## src/rtl/fft_pkg.sv

```systemverilog
// fft_pkg: shared widths, Q1.15 constants and complex-sample type for the FFT core.
package fft_pkg;
  localparam int W = 16;
  localparam int Q_FRAC = 15;
  localparam logic signed [W-1:0] SAT_MAX = 16'sh7FFF;
  localparam logic signed [W-1:0] SAT_MIN = 16'sh8000;
  typedef struct packed {
    logic signed [W-1:0] re;
    logic signed [W-1:0] im;
  } cplx_t;
endpackage

```

## src/rtl/fft_round_sat.sv

```systemverilog
// fft_round_sat: round half-up, arithmetic shift right by SH, saturate to W bits.
module fft_round_sat import fft_pkg::*; #(
  parameter int IW = 17,
  parameter int SH = 1
) (
  input  logic signed [IW-1:0] d_i,
  output logic signed [W-1:0]  q_o
);
  localparam logic [IW:0] RND = ({{IW{1'b0}}, 1'b1} << SH) >> 1;
  logic signed [IW:0] r, t;
  logic ovf;
  assign r = $signed({d_i[IW-1], d_i}) + $signed(RND);
  assign t = r >>> SH;
  // Out of range whenever the bits above the W-bit result are not a pure sign extension.
  assign ovf = t[IW:W-1] != {(IW-W+2){t[W-1]}};
  assign q_o = ovf ? (t[IW] ? SAT_MIN : SAT_MAX) : t[W-1:0];
endmodule

```

## src/rtl/fft_dif_butterfly_pipe.sv

```systemverilog
// fft_dif_butterfly_pipe: 3-stage handshaked radix-2 DIF butterfly with optional conjugate twiddle.
module fft_dif_butterfly_pipe import fft_pkg::*; #(
  parameter int SCALE = 1
) (
  input  logic                clk,
  input  logic                rst_n,
  input  logic                in_valid,
  output logic                in_ready,
  input  logic                inv,
  input  logic signed [W-1:0] xr,
  input  logic signed [W-1:0] xi,
  input  logic signed [W-1:0] yr,
  input  logic signed [W-1:0] yi,
  input  logic signed [W-1:0] wr,
  input  logic signed [W-1:0] wi,
  output logic                out_valid,
  input  logic                out_ready,
  output logic signed [W-1:0] ar,
  output logic signed [W-1:0] ai,
  output logic signed [W-1:0] br,
  output logic signed [W-1:0] bi
);
  localparam int PW = 2*W+1;
  logic en, v1_q, v2_q, v3_q, inv1_q, inv2_q;
  logic signed [W:0] sr_q, si_q, dr_q, di_q, s2r_q, s2i_q;
  cplx_t w_q;
  logic signed [PW-1:0] prr_q, pii_q, pir_q, pri_q;
  logic signed [PW:0] br_sum, bi_sum;
  logic signed [W-1:0] ar_d, ai_d, br_d, bi_d, ar_q, ai_q, br_q, bi_q;
  assign en = !(v3_q && !out_ready);
  assign in_ready = en;
  assign out_valid = v3_q;
  assign {ar, ai, br, bi} = {ar_q, ai_q, br_q, bi_q};
  // Conjugating the twiddle only flips the sign of the wi cross terms.
  assign br_sum = inv2_q ? (PW+1)'(prr_q) + (PW+1)'(pii_q) : (PW+1)'(prr_q) - (PW+1)'(pii_q);
  assign bi_sum = inv2_q ? (PW+1)'(pir_q) - (PW+1)'(pri_q) : (PW+1)'(pir_q) + (PW+1)'(pri_q);
  fft_round_sat #(.IW(W+1), .SH(SCALE)) u_ar (.d_i(s2r_q), .q_o(ar_d));
  fft_round_sat #(.IW(W+1), .SH(SCALE)) u_ai (.d_i(s2i_q), .q_o(ai_d));
  fft_round_sat #(.IW(PW+1), .SH(Q_FRAC+SCALE)) u_br (.d_i(br_sum), .q_o(br_d));
  fft_round_sat #(.IW(PW+1), .SH(Q_FRAC+SCALE)) u_bi (.d_i(bi_sum), .q_o(bi_d));
  always_ff @(posedge clk)
    if (!rst_n) begin
      {v1_q, v2_q, v3_q, inv1_q, inv2_q} <= '0;
      {sr_q, si_q, dr_q, di_q, s2r_q, s2i_q} <= '0;
      w_q <= '0;
      {prr_q, pii_q, pir_q, pri_q} <= '0;
      {ar_q, ai_q, br_q, bi_q} <= '0;
    end else if (en) begin
      v1_q <= in_valid;
      inv1_q <= inv;
      sr_q <= (W+1)'(xr) + (W+1)'(yr);
      si_q <= (W+1)'(xi) + (W+1)'(yi);
      dr_q <= (W+1)'(xr) - (W+1)'(yr);
      di_q <= (W+1)'(xi) - (W+1)'(yi);
      w_q <= '{re: wr, im: wi};
      v2_q <= v1_q;
      inv2_q <= inv1_q;
      s2r_q <= sr_q;
      s2i_q <= si_q;
      prr_q <= PW'(dr_q) * PW'($signed(w_q.re));
      pii_q <= PW'(di_q) * PW'($signed(w_q.im));
      pir_q <= PW'(di_q) * PW'($signed(w_q.re));
      pri_q <= PW'(dr_q) * PW'($signed(w_q.im));
      v3_q <= v2_q;
      ar_q <= ar_d;
      ai_q <= ai_d;
      br_q <= br_d;
      bi_q <= bi_d;
    end
endmodule

```

## config.mk

```make
export PLATFORM = sky130hd
export DESIGN_NAME = fft_dif_butterfly_pipe
export DESIGN_NICKNAME = d
export VERILOG_FILES = /design/src/rtl/fft_pkg.sv /design/src/rtl/fft_round_sat.sv /design/src/rtl/fft_dif_butterfly_pipe.sv
export SDC_FILE = /design/constraint.sdc
export NUM_CORES = 2
export LEC_CHECK = 0
export BUFFER_PORTS_ARGS = -buffer_cell sky130_fd_sc_hd__buf_2
export CAP_MARGIN = 15
export CORE_MARGIN = 2
export CORE_UTILIZATION = 60
export DETAILED_ROUTE_END_ITERATION = 10
export MAX_ROUTING_LAYER = met4
export PLACE_DENSITY = 0.85
export SYNTH_ARGS = -nofsm -noshare
export SYNTH_HDL_FRONTEND = slang
export SYNTH_SLANG_ARGS = --single-unit
```

## constraint.sdc

```tcl
create_clock -name clk -period 7.75 [get_ports clk]
set_input_delay 1.55 -clock clk [delete_from_list [all_inputs] [get_ports clk]]
set_output_delay 1.55 -clock clk [all_outputs]
set_load 0.1 [all_outputs]
```

==> impl_metrics.yaml <==
status:
  status: "completed"
critical_path:
  startpoint_type: "register"
  cp_max_fo: 16
  crit_path_end_kind: "register"
  r2r_cells: 23
  crit_arrival_ps: 7870
  critPathKind: "register to register"
  cp.required_ps: 8270
synth:
  synth_edf_count: 0
  yosysSeqAreaShare_pct: 11.0
  synth_area_leader_cell: "fa_1"
  synth_area_leaders: "fa_1, dfxtp_1, ha_1"
  yosys.area_share.adder_pct: 46.2
  synth_compound_area_share_pct: 9.65
  muxShareOfSynthArea_pct: 0.255
  synth_area_um2: 60700
  ys_ff_latch: 333
  synth-simple-area-share_pct: 18.0
  yosysWarningCount: 0
  synth-async-reset-ratio_pct: 0
  synth_top_family_by_area: "adder cells"
  synth.avg_cell_area_um2: 8.52
  netlist.area_leader.share_pct: 36.5
  synth_xor_area_share_pct: 4.54
  synth_cells: 7127
  syn_nets: 8806
  synthFlopType: "dfxtp_1"
  synthDistinctLibCells: 96
power:
  clkPwrFrac_pct: 12.2
  peakVddDrop_mv: 0.306
  power_frac_comb_pct: 74.1
  leakage_nw: 32.5
  cell_internal_pwr_mw: 9.08
  power.density_nw_per_um2: 297
  switching_share_pct: 52.8
  power_frac_seq_pct: 13.7
  p_sw_mw: 10.1
clocking:
  cts_tree: "done"
  cts_made_buffers: 44
  htreeDepth: 2
  root_buffer: "clkbuf_16"
  path_clk_slew_ps: 60
  cts_sinks: 333
  cts_buffer_depth: 3
  clock_latency_ps: 660
hold_path:
  hp-class: "register to register"
  hold_depth: 2
grt:
  overflow: 0
  grt_pass1_wl_mm: 270
  grt.total_usage_pct: 34.2
  grt_pass1_vias: 51100
  antenna_found_initial: 7
  grt_max_degree: 181
final_layout:
  fin_nets: 8813
  final_common_cell: "inv_1"
  layout_common_cells: "inv_1, fa_1, nand2_1"
  fin_util_pct: 64.6
  drive_gt1_share_pct: 6.26
  fin_cells: 8534
  syn_to_final_growth_pct: 6.61
sta:
  worst_pin_slew_ps: 1130
  fin_skew_ps: 67.6
  maxSlewHeadroom_pct: 24.0
  rsz0062_at_grt: "no"
  hold_violations: 0
  fin_crit_ps: 7350
  maxSlewViolCount: 0
  period_share_pct: 94.8
  tns_ps: 0
  finalSetupViolCount: 0
  fmax_mhz: 136
  hold_slack_ps: 448
route:
  drt_iter0_drc: 4078
  post_drt_via_cell_ratio: 5.73
  drc: 0
  drtAntennaViolNets: 0
  routed_wl_mm: 167
  drtPass1Iterations: 6
  vias: 48900
  post_drt_wl_per_cell_um: 19.6
placement:
  dp.cells: 8445
  io_buffers: 166
  gp_congestion: 0.999
  hpwl_mm: 133
floorplan:
  dieArea_um2: 104000
  initial_core_util_pct: 60.6
  fp.dieW_um: 322
  ioPinCount: 167
  die_height_um: 322
  coreArea_um2: 100000
  rows: 116
job:
  drv_cap: 0
-- what timing repair did --
action                     4_1_cts  5_1_grt
setup endpoints to repair        0        1
buffers inserted                 0        0
hold buffers                     0        0
gates resized for setup          0        2
-- per-layer routing --
| metal | track usage (%) | vias up | routed length, µm |
|---|---|---|---|
| met5 | - | - | 0 |
| met4 | 19.2 | 0 | 11300 |
| met3 | 6.54 | 524 | 14500 |
| met2 | 55.0 | 2163 | 78700 |
| met1 | 40.5 | 24200 | 62800 |
| li1 | - | 22000 | - |
-- cell usage after synthesis (all sizes together), types with 23 or more instances --
| cell type | number |
|---|---|
| a211oi | 54 |
| a21o | 77 |
| a21oi | 408 |
| a31oi | 26 |
| and2 | 524 |
| and3 | 45 |
| clkbuf | 329 |
| dfxtp | 333 |
| fa | 1108 |
| ha | 470 |
| inv | 1319 |
| nand2 | 1046 |
| nand2b | 49 |
| nand3 | 88 |
| nor2 | 285 |
| nor2b | 25 |
| nor3 | 96 |
| o21a | 23 |
| o21ai | 164 |
| o21bai | 29 |
| or3 | 38 |
| xnor2 | 198 |
| xor2 | 117 |
-- power groups by stage --
stage / Clock (mW) / Combinational, mW / Sequential [mW]
6_report: 2.35 / 14.2 / 2.64
5_1_grt: 2.42 / 15.8 / 2.67
3_5_place_dp: 0 / 14.0 / 2.65
3_3_place_gp: 0 / 13.5 / 2.64
2_1_floorplan: 0 / 10.1 / 2.99
4_1_cts: 2.36 / 14.1 / 2.62
-- cell type report --
cell class	count	area, µm²
Multi-Input combinational cell	5127	47800
Fill cell	7938	35500
Sequential cell	333	6670
Inverter	1321	4970
Timing Repair Buffer	307	1950
Tap cell	1357	1700
Clock buffer	54	1190
Clock inverter	28	444
Antenna cell	7	17.5
-- flip-flops by register name, indices dropped and copies added, names as in the netlist, 17 cells and up --
name	cells
pii_q	33
pir_q	33
pri_q	33
prr_q	33
s2i_q	17
s2r_q	17
si_q	17
sr_q	17
w_q	32
-- cell families after synthesis --
family | count (synthesis)
simple gates | 2294
buf+inv | 1667
fa+ha+maj | 1578
compound gates | 925
flops | 333
xor+xnor | 315
mux | 15
-- worst max-delay path, stage by stage (launching register included) --
cell	delay (ps)
dfxtp_1	810
buf_4	310
and2_1	180
fa_1	440
ha_1	290
ha_1	220
fa_1	440
ha_1	290
inv_1	40
fa_1	500
inv_1	50
ha_1	320
a21o_1	200
a2111oi_0	600
o311ai_0	370
nor3_1	290
o31ai_1	190
a31o_2	310
a31oi_1	300
o211ai_1	220
or4_1	430
a21oi_1	200
xor2_1	160
o21ai_1	70
-- final timing paths --
check	from	slack (ps)	endpoint
max reg2reg	w_q[18]	400	prr_q[31]
min	sr_q[14]	450	s2r_q[14]
max	w_q[18]	400	prr_q[31]
min reg2reg	sr_q[14]	450	s2r_q[14]
-- metrics by stage --
stage	power [mW]	cell area, µm²	setup slack, ps
after floorplan	13.1	60700	1220
after global placement	16.2	63100	516
after detailed placement	16.6	63100	517
after CTS	19.1	64700	511
after global routing	20.9	64800	61.7
final	19.2	64800	401
(Power assumes the default switching activity.)
